<file path="config.mk">
export PLATFORM = sky130hd
export DESIGN_NAME = add_parity_pipe
export DESIGN_NICKNAME = d
export VERILOG_FILES = /design/src/rtl/add_parity_pipe_stage.sv /design/src/rtl/add_parity_pipe.sv
export SDC_FILE = /design/constraint.sdc
export NUM_CORES = 1
export LEC_CHECK = 0
export BUFFER_PORTS_ARGS = -buffer_cell sky130_fd_sc_hd__buf_4
export CORE_MARGIN = 10
export CORE_UTILIZATION = 40
export CTS_CLUSTER_DIAMETER = 100
export DETAILED_ROUTE_END_ITERATION = 8
export HOLD_SLACK_MARGIN = 0.12
export PLACE_DENSITY_LB_ADDON = 0.3
export SETUP_SLACK_MARGIN = 0.3
export SYNTH_ARGS = -nofsm -noshare
export SYNTH_HDL_FRONTEND = slang
export SYNTH_SLANG_ARGS = --single-unit
</file>
<file path="constraint.sdc">
create_clock -name clk -period 1.8 [get_ports clk]
set_input_delay 0.18 -clock clk [delete_from_list [all_inputs] [get_ports clk]]
set_output_delay 0.18 -clock clk [all_outputs]
set_load 0.02 [all_outputs]
</file>
<file path="src/rtl/add_parity_pipe_stage.sv">
// One valid/payload register of the elastic pipeline; holds its contents
// while occupied and the downstream stage cannot take them.
module pipe_valid_stage #(
    parameter int WIDTH_P = 8
) (
    input  logic               clk,
    input  logic               rst,
    input  logic               in_valid,
    input  logic [WIDTH_P-1:0] in_data,
    input  logic               next_advance,
    output logic               valid,
    output logic [WIDTH_P-1:0] data,
    output logic               advance
);

    assign advance = !valid || next_advance;

    always_ff @(posedge clk) begin
        if (!rst) begin
            valid <= 1'b0;
            data  <= '0;
        end else if (advance) begin
            valid <= in_valid;
            data  <= in_data;
        end
    end

endmodule

</file>
<file path="src/rtl/add_parity_pipe.sv">
// Three-stage capture / add-constant / parity pipeline with valid-ready flow
// control, carry-out and a saturating count of completed output transfers.
module add_parity_pipe #(
    parameter int               WIDTH     = 8,
    parameter logic [WIDTH-1:0] ADD_CONST = WIDTH'(8'h55),
    parameter int               COUNT_W   = 16
) (
    input  logic               clk,
    input  logic               rst,
    input  logic               in_valid,
    output logic               in_ready,
    input  logic [WIDTH-1:0]   in_data,
    input  logic               odd_mode,
    output logic               out_valid,
    input  logic               out_ready,
    output logic [WIDTH-1:0]   out_data,
    output logic               out_carry,
    output logic               out_parity,
    output logic [COUNT_W-1:0] xfer_count,
    output logic               count_sat
);

    function automatic logic parity_bit(input logic [WIDTH-1:0] value, input logic odd);
        return (^value) ^ odd;
    endfunction

    function automatic logic [COUNT_W-1:0] sat_inc(input logic [COUNT_W-1:0] value);
        return (&value) ? value : value + 1'b1;
    endfunction

    logic               vld_p0, vld_p1, vld_p2;
    logic               adv_p0, adv_p1, adv_p2;
    logic [WIDTH:0]     dat_p0;
    logic [WIDTH+1:0]   dat_p1, dat_p2;
    logic [WIDTH:0]     sum_p1;
    logic               par_p2;

    assign in_ready = rst && adv_p0;

    // Stage 0: capture item with its parity sense
    pipe_valid_stage #(.WIDTH_P(WIDTH + 1)) u_stage_p0 (
        .clk          (clk),
        .rst          (rst),
        .in_valid     (in_valid),
        .in_data      ({odd_mode, in_data}),
        .next_advance (adv_p1),
        .valid        (vld_p0),
        .data         (dat_p0),
        .advance      (adv_p0)
    );

    // Stage 1: add constant; payload is {odd_mode, carry, sum}
    assign sum_p1 = {1'b0, dat_p0[WIDTH-1:0]} + {1'b0, ADD_CONST};

    pipe_valid_stage #(.WIDTH_P(WIDTH + 2)) u_stage_p1 (
        .clk          (clk),
        .rst          (rst),
        .in_valid     (vld_p0),
        .in_data      ({dat_p0[WIDTH], sum_p1}),
        .next_advance (adv_p2),
        .valid        (vld_p1),
        .data         (dat_p1),
        .advance      (adv_p1)
    );

    // Stage 2: parity of the same item's sum; payload is {parity, carry, sum}
    assign par_p2 = parity_bit(dat_p1[WIDTH-1:0], dat_p1[WIDTH+1]);

    pipe_valid_stage #(.WIDTH_P(WIDTH + 2)) u_stage_p2 (
        .clk          (clk),
        .rst          (rst),
        .in_valid     (vld_p1),
        .in_data      ({par_p2, dat_p1[WIDTH:0]}),
        .next_advance (out_ready),
        .valid        (vld_p2),
        .data         (dat_p2),
        .advance      (adv_p2)
    );

    assign out_valid  = vld_p2;
    assign out_data   = dat_p2[WIDTH-1:0];
    assign out_carry  = dat_p2[WIDTH];
    assign out_parity = dat_p2[WIDTH+1];

    always_ff @(posedge clk) begin
        if (!rst) begin
            xfer_count <= '0;
        end else if (out_valid && out_ready) begin
            xfer_count <= sat_inc(xfer_count);
        end
    end

    assign count_sat = &xfer_count;

endmodule

</file>
==> run metrics, run 1 <==
worst reg2reg setup slack 190 ps; RSZ-0062 raised after global routing true; fin crit share 0.9185; Post-Layout Cell Count 379; TNS Setup 0 ps; fin nets 323; worst hold start odd_mode; # clock sinks 48; Worst R2R End xfer_count[10]$_SDFFE_PN0P_; GR Util All Layers 0.1222; Reg area 1006 um2; CP endpoint kind output pin; H-tree depth 2; TritonRoute pass-1 iters 4; final setup vio count 0; HP Class input pin to register; Syn Std Cell Area 2165 um2; post-synthesis cell type count 35; Congestion Overflow GR 0; share of cells above drive strength 1 0.3625; Die Ht 93.56 um; Clock transition at path regs 80 ps; WHS 138.0 ps; IO Port Bufs 41; largest net degree at the start of global routing 53; first-pass GRT wire length 8825 um; Final Hold Vio Count 0; max_cap viols 0; final WL 5101 um; maximum VDD drop 0.0003867 V; Fillers 474; WL/cell 13.46 um; pwr dens 669.7 nW/um2; minimum clock period 1653 ps; sequential share of the synthesized area 0.4439; Synth Warn # 0; Worst Hold End u_stage_p0.data[8]$_SDFFE_PN0P_; multi-input logic area 1275 um2; Boundary Pins 42; R2R depth 7; Avg Cell Area, Syn 8.799 um2; Post-route DRC 0; Placed Cells 352; Mapped Cells 246; syn_nets 261; Data required, critical path 1620 ps; Pins Over Slew Limit 0; max frequency 0.6048 GHz; Num CTS Buffers 5; n_diodes 0; die width 93.56 um; Worst slew margin 0.7117; DP Wirelength 3452 um; worst slew pin tran 432.4 ps; TritonCTS clock tree yes; Die ar. 8753 um2; Worst Skew 4.731 ps; Worst setup SP type register; RePlAce Congestion 0.8118; CTS Root Cell clkbuf_8; worst skew pair latency 300 ps; vias per cell 4.810; RR Startpoint xfer_count[1]$_SDFFE_PN0P_; status complete, no violations; critical path class register to output pin; DRT antenna net count 0; hold path cells 3; core area 5172 um2; CP arrival 1470 ps; Cell Rows 26; clk buf depth 2; P&R area growth vs syn 36.59%; synthesized flop and latch total 48; vias 1823; Lkg Pwr 0.001271 uW; number of global-route vias before repair 1846; initial core utilization 0.4185; antenna violations before repair 0; CP max FO 2; DR iter-0 viols 75
==> cell usage after synthesis (all sizes together) <==
library cell | n | area [um2]
xnor2 | 18 | 157.7
nor2b | 2 | 12.51
ha | 2 | 25.02
nand3b | 1 | 7.510
o211a | 2 | 20.02
a21o | 1 | 7.510
or2 | 1 | 6.260
inv | 4 | 15.01
nor2 | 1 | 3.750
nand3 | 9 | 45.04
a21boi | 25 | 187.7
a31o | 1 | 8.760
a21oi | 3 | 18.77
nor4 | 1 | 21.27
or3 | 3 | 18.77
and2 | 16 | 100.1
a31oi | 1 | 6.260
o21a | 4 | 30.03
dfxtp | 48 | 960.9
nor3 | 4 | 20.02
clkbuf | 7 | 26.28
buf | 2 | 10.01
o21bai | 1 | 7.510
nand4 | 7 | 58.81
mux2i | 1 | 10.01
and3 | 3 | 18.77
a211oi | 2 | 15.01
nand2b | 3 | 18.77
o21ai | 6 | 30.03
xor2 | 8 | 70.07
and4 | 1 | 8.760
nand2 | 58 | 217.7
==> report_power, final <==
| group | switching (uW) | internal (uW) |
|---|---|---|
| combinational | 111 | 125 |
| clock | 343 | 264 |
| sequential | 39.0 | 1100 |
| total | 493 | 1490 |
==> state kept, by name, summed over array words and instances (netlist names) <==
name / cells
u_stage_p0.data: 9
u_stage_p2.data: 10
u_stage_p1.valid: 1
u_stage_p1.data: 10
xfer_count: 16
u_stage_p0.valid: 1
u_stage_p2.valid: 1
==> placed cells by master, fill, tap and decap left out, types with 3 or more instances in the layout <==
cell	Yosys	final
and2_1	15	15
o21ai_0	6	4
nand3_2	0	4
nand4_1	6	6
inv_1	4	3
nand2b_1	3	3
nand3_1	9	4
buf_4	0	61
o21a_1	4	4
dfxtp_2	0	9
nand2_1	58	57
xor2_1	8	8
a21boi_0	25	25
dfxtp_4	0	9
clkbuf_8	0	5
xnor2_1	18	18
dfxtp_1	48	30
==> cell families (layout without fill, tap and decap cells) <==
| group | after synthesis | in the layout | share of synthesized area |
|---|---|---|---|
| xor+xnor | 26 | 26 | 0.1052 |
| compound gates | 46 | 46 | 0.1532 |
| mux | 1 | 1 | 0.004624 |
| flops | 48 | 48 | 0.4439 |
| fa+ha+maj | 2 | 2 | 0.01156 |
| buf+inv | 13 | 76 | 0.02370 |
| simple gates | 110 | 110 | 0.2578 |
==> what timing repair did <==
item,in CTS,in global routing
gates cloned,0,0
hold buffers,1,0
setup buffers,15,3
setup endpoints to repair,16,18
hold endpoints to repair,1,0
gates resized for setup,12,13
pin swaps,7,8
==> metal layers <==
| layer | global-route usage | vias up | part of all wire |
|---|---|---|---|
| met3 | 0.04237 | 6 | 0.053 |
| met1 | 0.1543 | 837 | 0.48 |
| li1 | - | 947 | - |
| met5 | 0 | - | 0 |
| met2 | 0.1891 | 33 | 0.45 |
| met4 | 0.04177 | 0 | 0.013 |
==> metrics by stage <==
step | power, uW | setup WS (ps) | util | instance area [um2]
after CTS | 2008 | 139.9 | 0.5573 | 2883
after detailed placement | 1399 | 219.6 | 0.5094 | 2635
after global routing | 2088 | 80.27 | 0.5716 | 2957
final | 1980 | 146.6 | 0.5716 | 2957
after floorplan | 1313 | 235.1 | - | 2246
after global placement | 1393 | 263.6 | 0.5094 | 2635
==> worst max-delay path: stages, from the launching register on <==
cell and delay [ps]:
dfxtp_4 370, ha_4 140, inv_2 30, or3_4 370, nor3_4 130, buf_6 140
==> worst max path at each step <==
stage,slack [ps],depth (start not counted),to,start
global route,80,5,xfer_count[15]$_SDFFE_PN0P_,xfer_count[2]$_SDFFE_PN0P_
global placement,260,6,xfer_count[5]$_SDFFE_PN0P_,xfer_count[14]$_SDFFE_PN0P_
CTS,140,5,count_sat,xfer_count[1]$_SDFFE_PN0P_
finish,150,5,count_sat,xfer_count[1]$_SDFFE_PN0P_
detailed placement,220,6,xfer_count[10]$_SDFFE_PN0P_,xfer_count[0]$_SDFFE_PN0P_
floorplan,240,5,xfer_count[7]$_SDFFE_PN0P_,xfer_count[14]$_SDFFE_PN0P_
==> layout make-up <==
| type | count | area share |
|---|---|---|
| multi-input combinational | 185 | 0.4312 |
| sequential | 48 | 0.3402 |
| timing repair buffer | 64 | 0.1659 |
| tap | 70 | 0.02962 |
| clock buffer | 5 | 0.02328 |
| inverter | 4 | 0.005078 |
| clock inverter | 3 | 0.004655 |
Note: power is estimated with default switching activity, not from simulation.
==> run 2: changes to the inputs <==
--- a/config.mk
+++ b/config.mk
@@ -6,10 +6,13 @@
 export NUM_CORES = 1
 export LEC_CHECK = 0
 export BUFFER_PORTS_ARGS = -buffer_cell sky130_fd_sc_hd__buf_4
+export CELL_PAD_IN_SITES_DETAIL_PLACEMENT = 0
+export CELL_PAD_IN_SITES_GLOBAL_PLACEMENT = 1
 export CORE_MARGIN = 10
 export CORE_UTILIZATION = 40
 export CTS_CLUSTER_DIAMETER = 100
 export DETAILED_ROUTE_END_ITERATION = 8
+export GPL_ROUTABILITY_DRIVEN = 1
 export HOLD_SLACK_MARGIN = 0.12
 export PLACE_DENSITY_LB_ADDON = 0.3
 export SETUP_SLACK_MARGIN = 0.3
==> run 2 against run 1 <==
Compared with the run above:
- core utilization decreased by 0.56 points
- final area decreased by 0.97%
- largest power group unchanged
- final cell count decreased by 0.26%
- worst hold slack improved by 4.7 ps
- clock-buffer cell count increased by 3
- global-route usage decreased by 0.13 points
- via count decreased by 1.3%
- clock power increased by 6.9%
==> run metrics, run 2 (synthesized netlist as in run 1, its figures left out) <==
status complete, no violations (unchanged); Die Ht 93.56 um (unchanged); DRT antenna net count 0 (unchanged); Slowest Stage Delay on Critical Path 390 ps (was 370 ps); first-pass GRT wire length 8735 um (was 8825 um); worst skew pair latency 290 ps (was 300 ps); die width 93.56 um (unchanged); max_cap viols 0 (unchanged); RSZ-0062 raised after global routing true (unchanged); DP Wirelength 3337 um (was 3452 um); worst slew pin tran 421.7 ps (was 432.4 ps); initial core utilization 0.4185 (unchanged); fin crit share 0.9141 (was 0.9185); clk buf depth 2 (unchanged); Num CTS Buffers 5 (unchanged); number of buffers and inverters on the critical path 2 (unchanged); CP max FO 2 (unchanged); Worst path slowest cell or3_4 (was dfxtp_4); Final Cell Area 2928 um2 (was 2957 um2); Worst slew margin 0.7189 (was 0.7117); GR Util All Layers 0.1209 (was 0.1222); DR iter-0 viols 56 (was 75); number of global-route vias before repair 1781 (was 1846); most common library cell in the layout ignoring fill and taps buf_4 (unchanged); IO Port Bufs 41 (unchanged); pwr dens 688.9 nW/um2 (was 669.7 nW/um2); delay-heaviest family, CP simple AND/OR/NAND/NOR gates (unchanged); critical-path cell list ha_4 > inv_2 > or3_4 > nor3_4 > buf_6 (unchanged); most frequent cells in the layout buf_4 (60), nand2_1 (57), dfxtp_1 (31) (was buf_4 (61), nand2_1 (57), dfxtp_1 (30)); # clock sinks 48 (unchanged); CTS Root Cell clkbuf_8 (unchanged); Post-route DRC 0 (unchanged); antenna violations before repair 0 (unchanged); WL/cell 13.20 um (was 13.46 um); maximum VDD drop 0.0003195 V (was 0.0003867 V); Regs by FF count xfer_count x16, u_stage_p1.data x10, u_stage_p2.data x10 (unchanged); Worst Skew 4.901 ps (was 4.731 ps); Die ar. 8753 um2 (unchanged); post-layout utilization of the core 0.5660 (was 0.5716); Fillers 495 (was 474); Boundary Pins 42 (unchanged); Final Power 2017 uW (was 1980 uW); Placed Cells 353 (was 352); Largest register FFs 16 (unchanged); TritonRoute pass-1 iters 6 (was 4); n_diodes 0 (unchanged); Data required, critical path 1620 ps (about the same); Top reg by flops xfer_count (unchanged); CP arrival 1470 ps (about the same); Congestion Overflow GR 0 (unchanged); core area 5172 um2 (unchanged); share of cells above drive strength 1 0.3409 (was 0.3625); vias per cell 4.759 (was 4.810); Worst setup SP type register (unchanged); CP endpoint kind output pin (unchanged); largest net degree at the start of global routing 53 (unchanged); final setup vio count 0 (unchanged); fin nets 322 (was 323); TritonCTS clock tree yes (unchanged); max frequency 0.6078 GHz (was 0.6048 GHz); Post-DP Area 2643 um2 (was 2635 um2); TNS Setup 0 ps (unchanged); Lkg Pwr 0.001255 uW (was 0.001271 uW); P&R area growth vs syn 35.26% (was 36.59%); final WL 4988 um (was 5101 um); H-tree depth 2 (unchanged); Cell Rows 26 (unchanged); RePlAce Congestion 0.7516 (was 0.8118); Pins Over Slew Limit 0 (unchanged); minimum clock period 1645 ps (was 1653 ps); Final Hold Vio Count 0 (unchanged); Post-Layout Cell Count 378 (was 379); HP Class input pin to register (unchanged); vias 1799 (was 1823); critical path class register to output pin (unchanged); Clock transition at path regs 80 ps (about the same)
-- run 2: cell count changes in the layout (fill, tap and decap cells not counted), moves of 2 or more --
| cell | previous run | this run |
|---|---|---|
| nor2b_2 | 0 | 2 |
| nand3_1 | 4 | 9 |
| nand3_2 | 4 | 0 |
| clkbuf_1 | 0 | 2 |
| clkinv_2 | 2 | 0 |
-- run 2: final timing paths --
path | from | end | slack (ps) | depth (start not counted)
setup / recovery | xfer_count[1]$_SDFFE_PN0P_ | count_sat | 150 | 5
hold / removal | in_data[2] | u_stage_p0.data[2]$_SDFFE_PN0P_ | 140 | 3
setup reg to reg | xfer_count[14]$_SDFFE_PN0P_ | xfer_count[3]$_SDFFE_PN0P_ | 180 | 7
hold reg to reg | u_stage_p2.data[1]$_SDFFE_PN0P_ | u_stage_p2.data[1]$_SDFFE_PN0P_ | 460 | 2
-- run 2: layout make-up --
type | count | area (um2) | share of cell area
clock buffers | 8 | 90.09 | 0.03077
inverters | 4 | 15.01 | 0.005128
multi-input cells | 185 | 1247 | 0.4261
flip-flops and latches | 48 | 1005 | 0.3432
well taps | 70 | 87.58 | 0.02991
repair buffers | 63 | 483.0 | 0.1650
-- run 2: through the flow --
step                      setup WS [ps]  hold WS [ps]
after floorplan                   235.1         303.9
after global placement            234.2         393.3
after detailed placement          211.0         396.6
after CTS                         93.36         138.5
after global routing              66.75         146.1
final                             154.7         142.8
-- run 2: report_power, final --
group,switching [uW],leakage (uW),internal [uW]
sequential,36.3,0.000405,1100
combinational,109,0.000804,125
clock,335,0.0000455,314
total,480,0.00125,1540
-- run 2: repair_timing --
action | in CTS | in global routing
buffers inserted | 16 | 0
gates resized for setup | 10 | 9
endpoints found under the hold margin | 1 | 0
cloned | 0 | 0
hold buffers | 1 | 0
endpoints found under the setup margin | 12 | 18
pin swaps | 7 | 6
-- run 2: per-layer routing --
layer / up-vias / global-route usage / wire length, um
met3: 4 / 0.03517 / 219
met5: - / 0 / 0
met4: 0 / 0.04177 / 55
li1: 951 / - / -
met1: 815 / 0.1538 / 2403
met2: 29 / 0.1903 / 2310
-- run 2: worst register-to-register path, stage by stage (launching register included) --
cell	delay (ps)
dfxtp_4	350
nand4_1	140
buf_4	180
nor4_4	270
buf_6	190
a211oi_2	80
xor2_1	140
and2_1	160
